[src/rtl/vga_plot_arbiter_if.sv]
// Drawer-side request/pixel bundle and VGA-side pixel output of the plot arbiter.
interface vga_plot_arbiter_if #(
  parameter int N_REQ = 3,
  parameter int X_W   = 9,
  parameter int Y_W   = 8,
  parameter int C_W   = 3
);
  localparam int OW = $clog2(N_REQ);

  logic [N_REQ-1:0]     req;
  logic [N_REQ-1:0]     pvalid;
  logic [N_REQ-1:0]     last;
  logic [N_REQ-1:0]     erase;
  logic [N_REQ*X_W-1:0] px;
  logic [N_REQ*Y_W-1:0] py;
  logic [N_REQ*C_W-1:0] pcol;
  logic [N_REQ-1:0]     gnt;
  logic [OW-1:0]        owner;
  logic                 busy;
  logic [X_W-1:0]       x_out;
  logic [Y_W-1:0]       y_out;
  logic [C_W-1:0]       colour_out;
  logic                 plot;
  logic                 timeout;

  modport slave (
    input  req, pvalid, last, erase, px, py, pcol,
    output gnt, owner, busy, x_out, y_out, colour_out, plot, timeout
  );

  modport master (
    output req, pvalid, last, erase, px, py, pcol,
    input  gnt, owner, busy, x_out, y_out, colour_out, plot, timeout
  );
endinterface

[src/rtl/vga_plot_arbiter.sv]
// Rotating-priority arbiter sharing the VGA pixel-write port between sprite drawers.
// Define ARB_WATCHDOG_EN to force-release bursts that run MAX_BURST granted cycles.
module vga_plot_arbiter #(
  parameter int             N_REQ     = 3,
  parameter int             X_W       = 9,
  parameter int             Y_W       = 8,
  parameter int             C_W       = 3,
  parameter logic [C_W-1:0] BG_COLOUR = '0,
  parameter int             MAX_BURST = 1023
) (
  input logic               clock,
  input logic               reset,
  vga_plot_arbiter_if.slave bus
);
  localparam int OW = $clog2(N_REQ);

  typedef enum logic [1:0] {IDLE = 2'd0, GRANT = 2'd1, HOLDOFF = 2'd2} state_t;

  state_t         state_q, state_d;
  logic [OW-1:0]  owner_q, owner_d, rr_q, rr_d, pick, owner_inc;
  logic           found;
  logic [X_W-1:0] x_q, x_d;
  logic [Y_W-1:0] y_q, y_d;
  logic [C_W-1:0] colour_q, colour_d;
  logic           plot_q, plot_d, timeout_q, timeout_d;
  logic [N_REQ-1:0] gnt;
  logic             busy;

  logic [X_W-1:0] px_arr   [N_REQ];
  logic [Y_W-1:0] py_arr   [N_REQ];
  logic [C_W-1:0] pcol_arr [N_REQ];

  genvar gi;
  generate
    if (N_REQ < 2 || N_REQ > 8 || MAX_BURST < 1) begin : g_bad_cfg
      $error("vga_plot_arbiter: unsupported N_REQ or MAX_BURST");
    end
    for (gi = 0; gi < N_REQ; gi++) begin : g_unpack
      assign px_arr[gi]   = bus.px[gi*X_W +: X_W];
      assign py_arr[gi]   = bus.py[gi*Y_W +: Y_W];
      assign pcol_arr[gi] = bus.pcol[gi*C_W +: C_W];
    end
  endgenerate

  logic o_req, o_valid, o_last, o_erase;
  logic take_last, wd_fire, wd_rel, abort, release_burst, accept;

  assign o_req     = bus.req[owner_q];
  assign o_valid   = bus.pvalid[owner_q];
  assign o_last    = bus.last[owner_q];
  assign o_erase   = bus.erase[owner_q];
  assign owner_inc = (owner_q == OW'(N_REQ - 1)) ? '0 : owner_q + OW'(1);

  // A final pixel beats both an owner req drop and a watchdog expiry in the same cycle.
  assign take_last     = o_valid && o_last;
  assign wd_rel        = wd_fire && !take_last;
  assign abort         = !o_req && !take_last;
  assign release_burst = take_last || abort || wd_rel;
  assign accept        = o_valid && (take_last || (o_req && !wd_fire));

`ifdef ARB_WATCHDOG_EN
  localparam int CW = $clog2(MAX_BURST + 1);
  logic [CW-1:0] cnt_q, cnt_d;

  assign wd_fire = (state_q == GRANT) && (cnt_q == CW'(MAX_BURST - 1));

  always_comb begin
    cnt_d = cnt_q;
    if (state_q == IDLE) cnt_d = '0;
    else if (state_q == GRANT) cnt_d = cnt_q + CW'(1);
  end

  always_ff @(posedge clock) begin
    if (reset) cnt_q <= '0;
    else       cnt_q <= cnt_d;
  end
`else
  assign wd_fire = 1'b0;
`endif

  // Scan from rr upward with wrap; descending loop so the nearest requester wins.
  always_comb begin
    int          idx;
    logic [OW-1:0] idx_w;
    pick  = '0;
    found = 1'b0;
    idx   = 0;
    idx_w = '0;
    for (int i = N_REQ - 1; i >= 0; i--) begin
      idx = int'(rr_q) + i;
      if (idx >= N_REQ) idx = idx - N_REQ;
      idx_w = OW'(idx);
      if (bus.req[idx_w]) begin
        pick  = idx_w;
        found = 1'b1;
      end
    end
  end

  always_ff @(posedge clock) begin
    if (reset) begin
      state_q   <= IDLE;
      owner_q   <= '0;
      rr_q      <= '0;
      x_q       <= '0;
      y_q       <= '0;
      colour_q  <= '0;
      plot_q    <= 1'b0;
      timeout_q <= 1'b0;
    end else begin
      state_q   <= state_d;
      owner_q   <= owner_d;
      rr_q      <= rr_d;
      x_q       <= x_d;
      y_q       <= y_d;
      colour_q  <= colour_d;
      plot_q    <= plot_d;
      timeout_q <= timeout_d;
    end
  end

  always_comb begin
    state_d = state_q;
    owner_d = owner_q;
    rr_d    = rr_q;
    unique case (state_q)
      IDLE: begin
        if (found) begin
          state_d = GRANT;
          owner_d = pick;
        end
      end
      GRANT: begin
        if (release_burst) begin
          state_d = HOLDOFF;
          rr_d    = owner_inc;
        end
      end
      HOLDOFF: state_d = IDLE;
      default: state_d = IDLE;
    endcase
  end

  always_comb begin
    x_d       = x_q;
    y_d       = y_q;
    colour_d  = colour_q;
    plot_d    = 1'b0;
    timeout_d = 1'b0;
    if (state_q == GRANT) begin
      timeout_d = wd_rel;
      if (accept) begin
        plot_d   = 1'b1;
        x_d      = px_arr[owner_q];
        y_d      = py_arr[owner_q];
        colour_d = o_erase ? BG_COLOUR : pcol_arr[owner_q];
      end
    end
    gnt  = (state_q == GRANT) ? (N_REQ'(1) << owner_q) : '0;
    busy = (state_q != IDLE);
  end

  assign bus.gnt        = gnt;
  assign bus.owner      = owner_q;
  assign bus.busy       = busy;
  assign bus.x_out      = x_q;
  assign bus.y_out      = y_q;
  assign bus.colour_out = colour_q;
  assign bus.plot       = plot_q;
  assign bus.timeout    = timeout_q;
endmodule

[src/flat_wrapper.sv]
// flat-port wrapper written by rule: the top's interface ports become plain ports
module vga_plot_arbiter_flat 
#(
  parameter int             N_REQ     = 3,
  parameter int             X_W       = 9,
  parameter int             Y_W       = 8,
  parameter int             C_W       = 3,
  parameter logic [C_W-1:0] BG_COLOUR = '0,
  parameter int             MAX_BURST = 1023
)
  (clock, reset, bus_req, bus_pvalid, bus_last, bus_erase, bus_px, bus_py, bus_pcol, bus_gnt, bus_owner, bus_busy, bus_x_out, bus_y_out, bus_colour_out, bus_plot, bus_timeout);
  vga_plot_arbiter_if #(.N_REQ(N_REQ), .X_W(X_W), .Y_W(Y_W), .C_W(C_W)) bus_i ();
  input logic clock;
  input logic reset;
  input wire logic [$bits(bus_i.req)-1:0] bus_req;
  input wire logic [$bits(bus_i.pvalid)-1:0] bus_pvalid;
  input wire logic [$bits(bus_i.last)-1:0] bus_last;
  input wire logic [$bits(bus_i.erase)-1:0] bus_erase;
  input wire logic [$bits(bus_i.px)-1:0] bus_px;
  input wire logic [$bits(bus_i.py)-1:0] bus_py;
  input wire logic [$bits(bus_i.pcol)-1:0] bus_pcol;
  output wire logic [$bits(bus_i.gnt)-1:0] bus_gnt;
  output wire logic [$bits(bus_i.owner)-1:0] bus_owner;
  output wire logic [$bits(bus_i.busy)-1:0] bus_busy;
  output wire logic [$bits(bus_i.x_out)-1:0] bus_x_out;
  output wire logic [$bits(bus_i.y_out)-1:0] bus_y_out;
  output wire logic [$bits(bus_i.colour_out)-1:0] bus_colour_out;
  output wire logic [$bits(bus_i.plot)-1:0] bus_plot;
  output wire logic [$bits(bus_i.timeout)-1:0] bus_timeout;
  assign bus_i.req = bus_req;
  assign bus_i.pvalid = bus_pvalid;
  assign bus_i.last = bus_last;
  assign bus_i.erase = bus_erase;
  assign bus_i.px = bus_px;
  assign bus_i.py = bus_py;
  assign bus_i.pcol = bus_pcol;
  assign bus_gnt = bus_i.gnt;
  assign bus_owner = bus_i.owner;
  assign bus_busy = bus_i.busy;
  assign bus_x_out = bus_i.x_out;
  assign bus_y_out = bus_i.y_out;
  assign bus_colour_out = bus_i.colour_out;
  assign bus_plot = bus_i.plot;
  assign bus_timeout = bus_i.timeout;
  vga_plot_arbiter #(.N_REQ(N_REQ), .X_W(X_W), .Y_W(Y_W), .C_W(C_W), .BG_COLOUR(BG_COLOUR), .MAX_BURST(MAX_BURST)) u_core (.clock(clock), .reset(reset), .bus(bus_i));
endmodule
[config.mk]
export PLATFORM = sky130hd
export DESIGN_NAME = vga_plot_arbiter_flat
export DESIGN_NICKNAME = d
export VERILOG_FILES = /design/src/rtl/vga_plot_arbiter_if.sv /design/src/rtl/vga_plot_arbiter.sv /design/src/flat_wrapper.sv
export SDC_FILE = /design/constraint.sdc
export NUM_CORES = 1
export LEC_CHECK = 0
export ABC_AREA = 1
export CORE_UTILIZATION = 42
export DETAILED_ROUTE_END_ITERATION = 6
export PLACE_DENSITY = 0.86
export SYNTH_ARGS = -nofsm -noshare
export SYNTH_HDL_FRONTEND = slang
export SYNTH_SLANG_ARGS = --single-unit
[constraint.sdc]
create_clock -name clock -period 4.65 [get_ports clock]
set_input_delay 0.93 -clock clock [delete_from_list [all_inputs] [get_ports clock]]
set_output_delay 0.93 -clock clock [all_outputs]
set_load 0.02 [all_outputs]
==> flow_metrics.tcl, run 1 <==
set metrics [dict create \
    synthSimpleGateAreaFrac_pct 41.67 \
    track_usage_pct 23.59 \
    ys_seq_area_share_pct 29.51 \
    antenna_found_initial 0 \
    power_mw 1.292 \
    cts.sinks 27 \
    setup_viol 0 \
    cts_tree "built" \
    portBuffers 100 \
    cap_violations 0 \
    fin_crit_ns 3.251 \
    r2r_cells 10 \
    vias 2232 \
    power_frac_seq_pct 27.7 \
    crit_path_end_kind "output port" \
    ctsHoldBuffers 0 \
    yosysWarnings 0 \
    overflow 0 \
    yosysUniqueCellTypes 23 \
    start_util_pct 44.83 \
    dieArea_mm2 0.004629 \
    synthCells 303 \
    layout_common_cells "nand2_1, clkdlybuf4s50_1, a21oi_1" \
    drtPass1Iterations 4 \
    clock_latency_ns 0.27 \
    synth_top_family_by_area "simple AND/OR/NAND/NOR gates" \
    final_common_cell "nand2_1" \
    rsz0062_at_grt "false" \
    antenna_cells 0 \
    grt_pass1_vias 2007 \
    finalWirelength_mm 5.362 \
    post_cts_resized 0 \
    cts-root-buf "clkbuf_8" \
    fmax_ghz 0.3076 \
    synthAdderAreaFrac_pct 2.732 \
    fin_hold_ws_ns 0.4701 \
    finalMaxSlewViolations 0 \
    area_growth_pct 53.96 \
    holdPathStages 2 \
    grt_max_degree 33 \
    cts_buffers 3 \
    io_pins 102 \
    path_max_fanout 19 \
    power.internal_uw 683.1 \
    finClkSkew_ns 0.005355 \
    fin_ws_ns 1.400 \
    ys_seq_elements 27 \
    synth-xor-area-share_pct 0 \
    maxSlewHeadroom_pct 51.08 \
    clock_path_buffers 2 \
    leakagePower_nw 1.194 \
    synth.avg_cell_area_um2 6.045 \
    pwr-share-comb_pct 61.7 \
    finalHoldViolCount 0 \
    fin_nets 468 \
    dpl.hpwl_mm 4.119 \
    power.switching_uw 609.0 \
    cp-start-kind "flop" \
    drtIter0Drc 77 \
    dp_slack_ns 1.670 \
    drive_above_1_share_pct 3.599 \
    netlist_area_mm2 0.001832 \
    cp_data_required_time_ns 3.72 \
    vdd_drop_max_uv 236.8 \
    fin_crit_sh_pct 69.90 \
    die_w_um 68.04 \
    crit_type "flop to output port" \
    worstPathArrival_ns 2.32 \
    worst_pin_slew_ns 0.7311 \
    status "completed" \
    synthMuxAreaShare_pct 0 \
    gp_congestion 0.8325 \
    ant_nets 0 \
    p_clk_share_pct 10.5 \
    wl_per_cell_um 12.21 \
    drc_errors 0 \
    grt_pass1_wl_mm 8.280 \
    setup_tns_ns 0 \
    switching_share_pct 47.13 \
    cts_setup_buffers 0 \
    hp-class "flop to flop" \
    synth_compound_area_share_pct 14.89 \
    r2r_slack_ns 2.08 \
    viasPerCell 5.084 \
    path_clk_slew_ns 0.10 \
    row_count 23 \
    die_y_um 68.04 \
    htree_levels 1 \
    core_area_mm2 0.004086 \
    synth_nets 381 \
    p_per_area_mw_per_mm2 458.2 \
]
==> per-layer routing <==
layer | GRT usage [%] | part of all wire (%) | up-vias
met5 | 0 | 0 | -
met4 | 6.250 | 0.80 | 0
met3 | 7.667 | 12 | 4
met2 | 42.89 | 47 | 105
met1 | 25.96 | 40 | 973
li1 | - | - | 1150
==> per-stage QoR <==
stage                     cell area, µm²  instances  utilization (%)
after floorplan                     1832        303                -
after global placement              2771        435            67.82
after detailed placement            2771        435            67.82
after CTS                           2820        439            69.01
after global routing                2820        439            69.01
final                               2820        439            69.01
==> worst paths after layout <==
path | end | startpoint
setup / recovery | bus_gnt[1] | u_core.bus.owner[0]
hold / removal | u_core.bus.y_out[0] | u_core.bus.y_out[0]
setup reg to reg | u_core.bus.colour_out[2] | u_core.bus.owner[1]
hold reg to reg | u_core.bus.y_out[0] | u_core.bus.y_out[0]
==> worst max-delay path: stages, from the launching register on <==
cell,delay (ns)
dfxtp_1,0.77
inv_4,0.17
nor2_4,0.31
inv_2,0.09
nor2_1,0.11
clkdlybuf4s50_1,0.60
==> logic make-up (layout without fill, tap and decap cells) <==
logic type / Yosys count / count (layout)
AO/OA/AOI/OAI: 53 / 53
buffers and inverters: 38 / 124
flip-flops: 27 / 27
AND/OR/NAND/NOR: 180 / 180
other: 1 / 1
adder cells (fa/ha/maj): 4 / 4
==> layout make-up <==
cell class / instances / area [µm²]
sequential: 27 / 540.5
clock buffer: 3 / 41.29
fill: 385 / 1266
multi-input combinational: 238 / 1090
timing repair buffer: 100 / 1001
clock inverter: 1 / 7.507
tap: 50 / 62.56
inverter: 20 / 77.57
==> registers in the layout, indices dropped and copies added (netlist names) <==
register,cells
u_core.bus.x_out,9
u_core.bus.colour_out,3
u_core.bus.owner,2
u_core.state_q,2
u_core.rr_q,2
u_core.bus.plot,1
u_core.bus.y_out,8
==> synth_stat cells (all sizes together) <==
library cell	n	share of area, %
conb	1	0.20
nor3	2	0.55
nand4	2	0.68
a21oi	46	13
inv	20	4.2
a31oi	3	1.0
o21ai	4	1.3
dfxtp	27	30
nand2	110	23
nand3b	1	0.41
buf	15	6.1
nand3	35	9.6
clkbuf	3	0.61
ha	4	2.7
nor2	30	7.4
==> power groups by stage <==
stage / Clock [mW] / Sequential, mW / Combinational (mW)
after floorplan: 0 / 0.398 / 0.520
after global placement: 0 / 0.360 / 0.785
after detailed placement: 0 / 0.362 / 0.796
after CTS: 0.141 / 0.357 / 0.800
after global routing: 0.149 / 0.367 / 0.891
final: 0.136 / 0.358 / 0.798
No activity file was read; power rests on OpenSTA's default activity.
==> inputs of run 2 (changes only) <==
CORE_UTILIZATION = 39   (was 42)
PLACE_DENSITY = 0.81   (was 0.86)
clock period = 3.2 ns   (was 4.65 ns; I/O delays follow)
==> run 2 against run 1 <==
  * Setup slack got worse by 1.2 ns
  * Die area rose by 7.5%
  * Clock skew rose by 0.0079 ns
  * Sequential power rose by 46%
  * Largest cell class unchanged
  * Non-clock buffer count did not move
  * Critical path type unchanged
  * Utilization fell by 5.5 points
  * Total power rose by 45%
  * Register-to-register slack got worse by 1.4 ns
  * Clock-buffer cell count did not move
  * The run now ends with DRC left
==> flow_metrics.tcl, run 2 (same netlist as run 1, synthesis figures left out) <==
set metrics [dict create \
    ant_nets 0 \
    gp_congestion 0.9101 \
    finClkSkew_ns 0.01322 \
    vdd_drop_max_uv 260.7 \
    dieArea_mm2 0.004975 \
    overflow 0 \
    antenna_cells 0 \
    cts_tree "built" \
    cp-start-kind "flop" \
    p_per_area_mw_per_mm2 665.0 \
    cts.sinks 27 \
    io_pins 102 \
    status "finished, violations left" \
    track_usage_pct 22.26 \
    cp_data_required_time_ns 2.56 \
    finalMaxSlewViolations 0 \
    final_common_cell "nand2_1" \
    area_growth_pct 54.10 \
    grt_pass1_wl_mm 8.928 \
    finalWirelength_mm 5.466 \
    crit_end "bus_gnt[1]" \
    core_area_mm2 0.004444 \
    crit_type "flop to output port" \
    timing.rr.end "u_core.bus.colour_out[0]" \
    power_mw 1.877 \
    r2r_cells 9 \
    fin_nets 468 \
    setup_viol 0 \
    row_count 24 \
    dpl.hpwl_mm 4.252 \
    drc_errors 22 \
    finalHoldViolCount 0 \
    die_w_um 70.54 \
    grt_max_degree 33 \
    rsz0062_at_grt "false" \
    grt_util_met3_pct 6.268 \
    worstPathArrival_ns 2.33 \
    leakagePower_nw 1.194 \
    cap_violations 0 \
    path_max_fanout 19 \
    vias 2243 \
    drive_above_1_share_pct 3.599 \
    busiest_layer "met2" \
    fmax_ghz 0.3370 \
    drtIter0Drc 169 \
    grt_use_met1_pct 27.39 \
    cts_buffers 3 \
    critPathLaunch "u_core.bus.owner[0]" \
    largest_reg_flops 9 \
    grt_pass1_vias 2057 \
    start_util_pct 41.22 \
    crit_path_end_kind "output port" \
    r2r_slack_ns 0.71 \
    violations "DRC" \
    viasPerCell 5.086 \
    path_clk_slew_ns 0.10 \
    met2_usage_pct 38.94 \
    clock_latency_ns 0.28 \
    fin_crit_sh_pct 92.73 \
    cts_setup_buffers 0 \
    rr_startpoint "u_core.bus.owner[0]" \
    hp-class "flop to flop" \
    wl_per_cell_um 12.39 \
    layout_common_cells "nand2_1, clkdlybuf4s50_1, a21oi_1" \
    setup_tns_ns 0 \
    clock_path_buffers 2 \
    htree_levels 1 \
    maxSlewHeadroom_pct 45.68 \
    drtPass1Iterations 7 \
    worst_pin_slew_ns 0.8118 \
    ctsHoldBuffers 0 \
    antenna_found_initial 0 \
    post_cts_resized 0 \
    die_y_um 70.54 \
    portBuffers 100 \
    cts-root-buf "clkbuf_8" \
    fin_hold_ws_ns 0.4813 \
    fin_crit_ns 2.967 \
]
run 2: cell counts in the layout (fill, tap and decap cells not counted):
Identical to the previous run, type by type.
run 2: worst max-delay path, stage by stage (launching register included):
cell and delay [ns]:
dfxtp_1 0.77, inv_4 0.17, nor2_4 0.30, inv_2 0.08
nor2_1 0.13, clkdlybuf4s50_1 0.61
run 2: worst min-delay path by stage:
stage | startpoint | endpoint | slack (ns) | cells after the start
after global routing | u_core.bus.x_out[3] | u_core.bus.x_out[3] | 0.51 | 2
after floorplan | u_core.rr_q[1] | u_core.rr_q[1] | 0.48 | 2
after global placement | u_core.bus.x_out[7] | u_core.bus.x_out[7] | 0.45 | 2
after detailed placement | u_core.bus.x_out[3] | u_core.bus.x_out[3] | 0.46 | 2
after CTS | u_core.bus.x_out[3] | u_core.bus.x_out[3] | 0.48 | 2
final | u_core.bus.x_out[7] | u_core.bus.x_out[7] | 0.48 | 2
run 2: final cells by class:
type | instances | area (µm²)
flip-flops and latches | 27 | 540.5
clock buffers | 3 | 41.29
multi-input cells | 238 | 1090
clock inverters | 1 | 7.507
inverters | 20 | 77.57
repair buffers | 100 | 1001
fillers | 417 | 1622
well taps | 52 | 65.06
run 2: routing by layer:
metal | vias up | wire length [µm] | share of wire, %
met1 | 971 | 2336 | 43
met5 | - | 0 | 0
met4 | 0 | 67 | 1.2
li1 | 1154 | - | -
met3 | 6 | 620 | 11
met2 | 112 | 2441 | 45
run 2: per-stage QoR:
stage / setup WS, ns / cell area (µm²) / instances / utilization, %
floorplan: 1.311 / 1832 / 303 / -
global placement: 0.5662 / 2774 / 437 / 62.42
detailed placement: 0.5263 / 2774 / 437 / 62.42
CTS: 0.2237 / 2823 / 441 / 63.51
global route: 0.06512 / 2823 / 441 / 63.51
finish: 0.2327 / 2823 / 441 / 63.51
run 2: power breakdown:
group	internal [mW]	switching, mW	total (mW)
Combinational	0.474	0.683	1.16
Clock	0.0884	0.110	0.198
Sequential	0.430	0.0907	0.521
